File: src/rtl/line_sequencer_pkg.sv
// ============================================================================
// line_sequencer_pkg
// Shared raster defines: pixel coordinate type, sequencer states, edge decode.
// Revision: 1.0
// ============================================================================
`default_nettype none

package line_sequencer_pkg;

  typedef struct packed {
    logic signed [15:0] x;
    logic signed [15:0] y;
  } Point2D;

  typedef enum logic [1:0] {
    LS_IDLE  = 2'd0,
    LS_ISSUE = 2'd1,
    LS_WAIT  = 2'd2,
    LS_DONE  = 2'd3
  } LineSeqState;

  localparam logic [1:0] EDGE_LINE_LAST = 2'd0;
  localparam logic [1:0] EDGE_TRI_LAST  = 2'd2;

  // Edges run v0->v1, v1->v2, v2->v0; index 3 is unreachable and aliases edge 0.
  function automatic Point2D edge_start(input logic [1:0] idx, input Point2D a,
                                        input Point2D b, input Point2D c);
    case (idx)
      2'd1:    return b;
      2'd2:    return c;
      default: return a;
    endcase
  endfunction

  function automatic Point2D edge_end(input logic [1:0] idx, input Point2D a,
                                      input Point2D b, input Point2D c);
    case (idx)
      2'd1:    return c;
      2'd2:    return a;
      default: return b;
    endcase
  endfunction

endpackage

`default_nettype wire

File: src/rtl/line_sequencer.sv
// ============================================================================
// line_sequencer
// Issues one Bresenham engine run per primitive edge and forwards its pixels.
// Revision: 1.0
// ============================================================================
`default_nettype none

module line_sequencer
  import line_sequencer_pkg::*;
#(
  parameter int TIMEOUT_CYCLES = 4096
) (
  input  logic        clk,
  input  logic        rst,
  input  logic        prim_valid,
  output logic        prim_ready,
  input  logic        prim_tri,
  input  Point2D      v0,
  input  Point2D      v1,
  input  Point2D      v2,
  output logic        le_start,
  output Point2D      le_p,
  output Point2D      le_q,
  input  logic        le_plot,
  input  Point2D      le_point,
  input  logic        le_done,
  output logic        pix_valid,
  output Point2D      pix_point,
  output logic        busy,
  output logic        done,
  output logic        timeout,
  output logic [15:0] pix_count
);

  localparam int              WD_W    = (TIMEOUT_CYCLES > 1) ? $clog2(TIMEOUT_CYCLES) : 1;
  localparam logic [WD_W-1:0] WD_LAST = WD_W'(TIMEOUT_CYCLES - 1);

  LineSeqState     state_q;
  logic            tri_q;
  Point2D          v0_q, v1_q, v2_q;
  logic [1:0]      edge_q;
  logic [WD_W-1:0] wd_q;
  logic            prim_ready_q, busy_q, done_q, timeout_q, le_start_q;
  Point2D          le_p_q, le_q_q;
  logic [15:0]     pix_count_q, pix_count_d;
  logic [1:0]      edge_d;
  logic [1:0]      last_edge;
  logic            pix_fire;

  assign pix_fire    = le_plot && (state_q == LS_WAIT);
  assign pix_count_d = (pix_count_q == 16'hFFFF) ? pix_count_q : pix_count_q + 16'd1;
  assign edge_d      = edge_q + 2'd1;
  assign last_edge   = tri_q ? EDGE_TRI_LAST : EDGE_LINE_LAST;

  always_ff @(posedge clk) begin
    if (rst) begin
      state_q      <= LS_IDLE;
      tri_q        <= 1'b0;
      v0_q         <= '0;
      v1_q         <= '0;
      v2_q         <= '0;
      edge_q       <= 2'd0;
      wd_q         <= '0;
      prim_ready_q <= 1'b1;
      busy_q       <= 1'b0;
      done_q       <= 1'b0;
      timeout_q    <= 1'b0;
      le_start_q   <= 1'b0;
      le_p_q       <= '0;
      le_q_q       <= '0;
      pix_count_q  <= 16'd0;
    end else begin
      le_start_q <= 1'b0;
      done_q     <= 1'b0;
      if (pix_fire) pix_count_q <= pix_count_d;

      case (state_q)
        LS_IDLE: begin
          if (prim_valid) begin
            v0_q         <= v0;
            v1_q         <= v1;
            v2_q         <= v2;
            tri_q        <= prim_tri;
            edge_q       <= 2'd0;
            pix_count_q  <= 16'd0;
            timeout_q    <= 1'b0;
            // Endpoints load together with the start pulse so the engine sees them in ISSUE.
            le_p_q       <= v0;
            le_q_q       <= v1;
            le_start_q   <= 1'b1;
            prim_ready_q <= 1'b0;
            busy_q       <= 1'b1;
            state_q      <= LS_ISSUE;
          end
        end
        LS_ISSUE: begin
          wd_q    <= '0;
          state_q <= LS_WAIT;
        end
        LS_WAIT: begin
          if (le_done) begin
            if (edge_q == last_edge) begin
              done_q  <= 1'b1;
              state_q <= LS_DONE;
            end else begin
              edge_q     <= edge_d;
              le_p_q     <= edge_start(edge_d, v0_q, v1_q, v2_q);
              le_q_q     <= edge_end(edge_d, v0_q, v1_q, v2_q);
              le_start_q <= 1'b1;
              state_q    <= LS_ISSUE;
            end
          end else if (wd_q == WD_LAST) begin
            timeout_q <= 1'b1;
            done_q    <= 1'b1;
            state_q   <= LS_DONE;
          end else begin
            wd_q <= wd_q + WD_W'(1);
          end
        end
        LS_DONE: begin
          prim_ready_q <= 1'b1;
          busy_q       <= 1'b0;
          state_q      <= LS_IDLE;
        end
        default: state_q <= LS_IDLE;
      endcase
    end
  end

  assign prim_ready = prim_ready_q;
  assign busy       = busy_q;
  assign done       = done_q;
  assign timeout    = timeout_q;
  assign le_start   = le_start_q;
  assign le_p       = le_p_q;
  assign le_q       = le_q_q;
  assign pix_count  = pix_count_q;
  assign pix_valid  = pix_fire;
  assign pix_point  = le_point;

endmodule

`default_nettype wire
File: config.mk
export PLATFORM = sky130hd
export DESIGN_NAME = line_sequencer
export DESIGN_NICKNAME = d
export VERILOG_FILES = /design/src/rtl/line_sequencer_pkg.sv /design/src/rtl/line_sequencer.sv
export SDC_FILE = /design/constraint.sdc
export NUM_CORES = 1
export LEC_CHECK = 0
export CORE_MARGIN = 3
export CORE_UTILIZATION = 39
export CTS_BUF_LIST = sky130_fd_sc_hd__clkbuf_8 sky130_fd_sc_hd__clkbuf_16
export CTS_CLUSTER_DIAMETER = 100
export DETAILED_ROUTE_END_ITERATION = 16
export GPL_TIMING_DRIVEN = 0
export PLACE_DENSITY_LB_ADDON = 0.1
export SLEW_MARGIN = 15
export SYNTH_ARGS = -nofsm -noshare
export SYNTH_HDL_FRONTEND = slang
export SYNTH_SLANG_ARGS = --single-unit
File: constraint.sdc
create_clock -name clk -period 2.03 [get_ports clk]
set_input_delay 0.609 -clock clk [delete_from_list [all_inputs] [get_ports clk]]
set_output_delay 0.609 -clock clk [all_outputs]
set_load 0.03 [all_outputs]
==> reports/results.md, run 1 <==
| Item | This run |
|:---|:---|
| Maximum clock frequency | 504 MHz |
| IO Port Bufs | 219 |
| Post-CTS Hold Fix Bufs | 0 |
| Most common library cell in the layout ignoring fill and taps | nand2_1 |
| Tcrit/Tclk final | 0.977 |
| Mux share of post-synthesis cell area | 0.00351 |
| First-pass DRT Iterations | 5 |
| Worst slack on hold paths | 0.449 ns |
| Number of enable flip-flop cells after synthesis | 0 |
| Final min period | 1.98 ns |
| Hold crit path type | reg2reg |
| Fraction of layout cells with a size suffix above 1 | 0.103 |
| Yosys synthesis warning count | 0 |
| Capture point of the critical path | pix_valid |
| Share of synthesized cell area in full adder, half adder and majority cells | 0.00561 |
| Reg2reg setup slack | 0.10 ns |
| Final setup violation count | 0 |
| Nature of the critical path startpoint | flip-flop |
| Wire length of the first global-routing pass | 46700 microns |
| Max H-tree Level | 4 |
| Total stage count of the critical path | 5 |
| Clock Path Buffers | 2 |
| Max-cap violations | 0 |
| Peak fanout along the critical path | 6 |
| TritonCTS clock tree | built |
| Pwr/cell area | 813 nW/um^2 |
| Worst slack, placed | -0.785 ns |
| Number of cells produced by synthesis | 1158 |
| Post-synthesis share of cell area spent on and, or, nand and nor gates | 0.237 |
| Delay of the slowest cell on the worst path | 0.36 ns |
| Crit path kind | reg2out |
| Remaining routing DRC violations | 0 |
| Top FF cell, synth | dfxtp_1 |
| Post-Syn Area per Cell | 7.70 sq um |
| Maximum number of pins on one net before global-route repair | 17 |
| Outcome | complete, no violations |
| Initial DRC count | 740 |
| Placer's final routability congestion estimate | 0.899 |
| Highest-delay cell along the critical path | dfxtp_4 |
| Width of the chip | 157 microns |
| Global-route total usage across every layer | 0.242 |
| Worst R2R Path Depth | 8 |
| Total number of vias | 9121 |
| Worst skew pair latency | 0.44 ns |
| Floorplan die area | 24700 sq um |
| Residual overflow from global routing | 0 |
| Post-Syn Area | 8910 sq um |
| Syn Nets | 1296 |
| Number of clock sinks | 198 |
| Clk_skew | 0.00677 ns |
| Die Span Y | 157 microns |
| XOR/XNOR Fraction of Synth Area | 0.0206 |
| Static leakage | 0.00456 uW |
| Complex-gate fraction of the synthesized area | 0.217 |
| Sequential share of the synthesized area | 0.445 |
| Number of antenna violations at the first check in global routing | 1 |
| Crit path launch | state_q[1] |
| Wire length after detailed routing | 31000 microns |
| Total placed instance area | 11500 sq um |
| Core region area | 22200 sq um |
| DP Wirelength | 22700 microns |
| Average detailed-routed wire length per instance | 18.4 microns |
| Design area | 12100 sq um |
| Peak supply drop | 0.000597 V |
| Sequence of cells on the critical path | nor2b_4, buf_4, nand2_8, inv_6, buf_6 |
| Row count | 54 |
| Via count of the first global-routing pass | 8554 |
| Arrival time at the worst endpoint | 1.37 ns |
| Slew @ Worst Pin | 0.657 ns |
| Via density | 5.39 |
| Hold Fails Final Rpt | 0 |
| Cell at the root of the clock tree | clkbuf_16 |
| Cell family with most CP delay | buffers and inverters |
| Synth unique cells | 49 |
| Async S/R FF share, synth | 0 |
| Initial standard-cell utilization of the core | 0.402 |
| Reg clk slew, reported paths | 0.07 ns |
| Area growth, synth to finish | 35.6% |
| Required time at the worst-slack endpoint | 1.42 ns |
| Count of inserted antenna diode cells | 0 |
| Dominant combinational cell family by area after synthesis | simple AND/OR/NAND/NOR gates |
| Reg-to-reg critical path startpoint | edge_q[0] |
| Count of buffering cells on the critical path with inverters included | 3 |
| Max-slew violation count | 0 |
| Leading cell types in the layout, fill and taps excluded | nand2_1, dfxtp_1, a21oi_1 |
| Nature of the critical path endpoint | output pin |
| Worst slew margin relative to its limit | 0.562 |
| R2R Path End | le_q[25] |
| Nets@finish | 1537 |
| Number of nets with antenna violations after routing | 0 |
| Ports | 252 |
| Number of clock buffers inserted by TritonCTS | 17 |
| Total of fill cells in the finished design | 2188 |
| Flip-flop and latch count after synthesis | 198 |
| Worst path setup slack after routing | 0.0465 ns |
worst min-delay path by stage:
stage	startpoint	slack (ns)	cells past startpoint	to
after floorplan	tri_q	0.45	2	tri_q
after global placement	le_p[29]	0.44	2	le_p[29]
after detailed placement	le_q[29]	0.44	2	le_q[29]
after CTS	le_q[29]	0.45	2	le_q[29]
after global routing	le_q[12]	0.47	2	le_q[12]
final	le_q[12]	0.45	2	le_q[12]
sequential cells by signal, indices dropped and copies added (netlist names):
register and flops:
le_p 32, le_q 32, v0_q 32, v1_q 32
v2_q 32, pix_count 16, wd_q 12, edge_q 2
state_q 2, busy 1, done 1, le_start 1
prim_ready 1, timeout 1, tri_q 1
layer usage:
layer | global-route usage | wire length, microns
met5 | 0 | 13
met1 | 0.324 | 13400
met2 | 0.387 | 14100
met3 | 0.0668 | 3010
met4 | 0.0657 | 517
tightest hold or removal path, cell delays in order, from the launching register on:
cell and delay [ns]:
dfxtp_1 0.31, nand2_1 0.05, a21oi_1 0.05
kinds of logic (layout without fill, tap and decap cells):
logic type / Yosys count / in the layout
compound gates: 313 / 313
xor+xnor: 21 / 21
fa+ha+maj: 4 / 4
buf+inv: 130 / 383
flops: 198 / 198
mux: 3 / 3
simple gates: 489 / 489
cell usage after synthesis (all sizes together) (3+ instances only):
library cell,count,share of area
nand2,338,0.14
dfxtp,198,0.44
a21oi,172,0.097
nand3,70,0.040
clkbuf,67,0.028
o211ai,65,0.055
a22oi,64,0.054
buf,59,0.041
nor2,37,0.016
xnor2,13,0.013
nand4,10,0.0094
xor2,8,0.0079
nor3,7,0.0039
a211oi,4,0.0045
and4,4,0.0039
ha,4,0.0056
inv,4,0.0017
nand2b,4,0.0028
nor3b,4,0.0034
and2,3,0.0021
nor4b,3,0.0044
o21ai,3,0.0017
area by class of cell:
type | instances | area, sq um | area share
Multi-Input combinational cell | 830 | 4350 | 0.360
Sequential cell | 198 | 3970 | 0.328
Timing Repair Buffer | 224 | 2130 | 0.176
Buffer | 124 | 668 | 0.0553
Clock buffer | 19 | 453 | 0.0375
Tap cell | 280 | 350 | 0.0290
Clock inverter | 12 | 155 | 0.0128
Inverter | 4 | 20.0 | 0.00166
metrics by stage:
step,TNS [ns],utilization,power (uW),cells
after floorplan,0,-,5510,1158
after global placement,-102.70,0.517,6410,1657
after detailed placement,-103.85,0.517,6420,1657
after CTS,-0.0113,0.542,9850,1687
after global routing,-0.00486,0.546,10200,1691
final,0,0.546,9830,1691
report_power, final:
group          switching [uW]  leakage, uW  internal (uW)
clock network            1550     0.000288           2000
logic                    1200      0.00265            740
registers                 190      0.00162           4150
total                    2940      0.00456           6890
timing repair:
item,4_1_cts,5_1_grt
hold endpoints to repair,0,0
setup buffers,0,5
pin swaps,1,1
cloned,0,0
gates resized for setup,130,26
endpoints found under the setup margin,193,99
(Power assumes the default switching activity.)
==> run 2: changes to the inputs <==
- CTS_CLUSTER_SIZE: unset -> 12
==> results of run 2 <==
The final DEF is identical to that of run 1; final timing and power are the same.
==> run 3: changes to the inputs <==
- clock period: 2.03 -> 2.45 ns (I/O delays scaled with it)
==> reports/results.md, run 3 (synthesis gave the netlist of run 1 again) <==
| Item | This run | Change |
|:---|:---|:---|
| Hold Fails Final Rpt | 0 | unchanged |
| Highest-delay cell along the critical path | clkdlybuf4s50_1 | was dfxtp_4 |
| Cell family with most CP delay | buffers and inverters | unchanged |
| Number of antenna violations at the first check in global routing | 0 | was 1 |
| Total of fill cells in the finished design | 2182 | was 2188 |
| TritonCTS clock tree | built | unchanged |
| Core region area | 22200 sq um | unchanged |
| RSZ-0062 raised after global routing | false |  |
| Met1 GRT Util | 0.329 | was 0.324 |
| Wire length of the first global-routing pass | 46700 microns | about the same |
| Via density | 5.39 | about the same |
| Fraction of layout cells with a size suffix above 1 | 0.0732 | was 0.103 |
| Power, Total | 8200 uW | was 9830 uW |
| Total placed instance area | 11500 sq um | unchanged |
| Max-slew violation count | 0 | unchanged |
| IO Port Bufs | 219 | unchanged |
| Die Span Y | 157 microns | unchanged |
| Filler-free cell count of the finished design | 1688 | was 1691 |
| Wire length after detailed routing | 30900 microns | was 31000 microns |
| Remaining routing DRC violations | 0 | unchanged |
| Residual overflow from global routing | 0 | unchanged |
| Nets@finish | 1534 | was 1537 |
| Maximum number of pins on one net before global-route repair | 17 | unchanged |
| Leading cell types in the layout, fill and taps excluded | nand2_1, clkdlybuf4s50_1, dfxtp_1 | was nand2_1, dfxtp_1, a21oi_1 |
| Pwr/cell area | 679 nW/um^2 | was 813 nW/um^2 |
| Required time at the worst-slack endpoint | 1.71 ns | was 1.42 ns |
| Area growth, synth to finish | 35.4% | was 35.6% |
| Peak supply drop | 0.000494 V | was 0.000597 V |
| First-pass DRT Iterations | 6 | was 5 |
| Busiest layer in global routing | met2 | unchanged |
| GR met3 Demand/Resource | 0.0616 | was 0.0668 |
| Max-cap violations | 0 | unchanged |
| Count of inserted antenna diode cells | 0 | unchanged |
| Design area | 12100 sq um | about the same |
| Area of the multi-input gates | 4320 sq um | was 4350 sq um |
| Placer's final routability congestion estimate | 0.899 | unchanged |
| Width of the chip | 157 microns | unchanged |
| Nature of the critical path endpoint | output pin | unchanged |
| Cell at the root of the clock tree | clkbuf_16 | unchanged |
| DP Wirelength | 22700 microns | unchanged |
| Met2 capacity usage during global routing | 0.385 | was 0.387 |
| Hold crit path type | reg2reg | unchanged |
| Outcome | complete, no violations | unchanged |
| Initial DRC count | 779 | was 740 |
| Final Core Density | 0.545 | was 0.546 |
| Arrival time at the worst endpoint | 1.66 ns | was 1.37 ns |
| Final setup violation count | 0 | unchanged |
| Post-CTS Hold Fix Bufs | 0 | unchanged |
| Via count of the first global-routing pass | 8531 | was 8554 |
| Setup tns final | 0 ns | unchanged |
| Clk_skew | 0.00839 ns | was 0.00677 ns |
| Maximum clock frequency | 417 MHz |  |
| Global-route total usage across every layer | 0.243 | was 0.242 |
| Peak fanout along the critical path | 7 | was 6 |
| Slew @ Worst Pin | 0.788 ns | was 0.657 ns |
| Number of clock buffers inserted by TritonCTS | 17 | unchanged |
| Worst slew margin relative to its limit | 0.475 | was 0.562 |
| Delay of the slowest cell on the worst path | 0.52 ns | was 0.36 ns |
| Crit path kind | in2out | was reg2out |
| Number of buffers added for setup after CTS | 0 | unchanged |
| Row count | 54 | unchanged |
| Total number of vias | 9100 | was 9121 |
| Ports | 252 | unchanged |
| Sequential standard cell area | 3970 sq um | about the same |
| Tcrit/Tclk final | 0.978 |  |
| Nature of the critical path startpoint | primary input | was flip-flop |
| Number of clock sinks | 198 | unchanged |
| Average detailed-routed wire length per instance | 18.3 microns | was 18.4 microns |
| Number of nets with antenna violations after routing | 0 | unchanged |
| Static leakage | 0.00407 uW | was 0.00456 uW |
| Floorplan die area | 24700 sq um | unchanged |
| Max H-tree Level | 4 | unchanged |
| Final min period | 2.40 ns |  |
| Clock Path Buffers | 2 | unchanged |
| Sequence of cells on the critical path | clkdlybuf4s50_1, nand2_4, inv_2, buf_2 | was nor2b_4, buf_4, nand2_8, inv_6, buf_6 |
| Placed instance count | 1657 | unchanged |
| Count of buffering cells on the critical path with inverters included | 3 | unchanged |
| Worst skew pair latency | 0.44 ns | about the same |
| Most common library cell in the layout ignoring fill and taps | nand2_1 | unchanged |
| Initial standard-cell utilization of the core | 0.402 | unchanged |
| Reg clk slew, reported paths | 0.07 ns | about the same |
run 3: cell count changes in the layout (fill, tap and decap cells not counted), moves of 3 or more:
cell,delta
clkbuf_4,-3
clkdlybuf4s50_1,+87
buf_2,+3
clkbuf_1,+31
buf_4,-7
dlygate4sd2_1,-86
buf_1,+3
clkbuf_2,-29
run 3: tightest hold or removal path: cells and delay by family, from the launching register on:
family           cells  cell delay [ns]
flip-flops           1             0.31
AO/OA/AOI/OAI        1             0.05
AND/OR/NAND/NOR      1             0.05
run 3: repair_timing:
action                     4_1_cts  5_1_grt
cloned                           0        0
resized for setup                9        5
setup endpoints to repair       26       15
run 3: power by group:
group          switching, uW  total (uW)  internal (uW)
sequential               162        3600           3440
clock                   1280        2940           1660
combinational            989        1660            668
total                   2430        8200           5760
run 3: metrics by stage:
stage                     setup WS (ns)  hold slack, ns
after floorplan                   0.521           0.448
after global placement           -0.495           0.441
after detailed placement         -0.491           0.444
after CTS                        0.0572           0.452
after global routing           0.000327           0.468
final                            0.0544           0.451
run 3: worst paths after layout:
kind                     to      start  depth (start not counted)  slack [ns]
hold / removal     le_p[19]   le_p[19]                          2        0.45
setup / recovery  pix_valid    le_plot                          4        0.05
setup reg to reg   le_p[14]  edge_q[0]                          8        0.12
hold reg to reg    le_p[19]   le_p[19]                          2        0.45
run 3: final cells by class:
class,count,area share
buffer,126,0.0516
multi-input combinational,830,0.358
clock buffer,19,0.0375
inverter,4,0.00124
clock inverter,12,0.0129
timing repair buffer,219,0.181
tap,280,0.0290
sequential,198,0.329
run 3: layer usage:
metal	share of wire	vias to the layer above
li1	-	4451
met1	0.44	4219
met2	0.45	392
met3	0.094	38
met4	0.018	0
met5	0	-
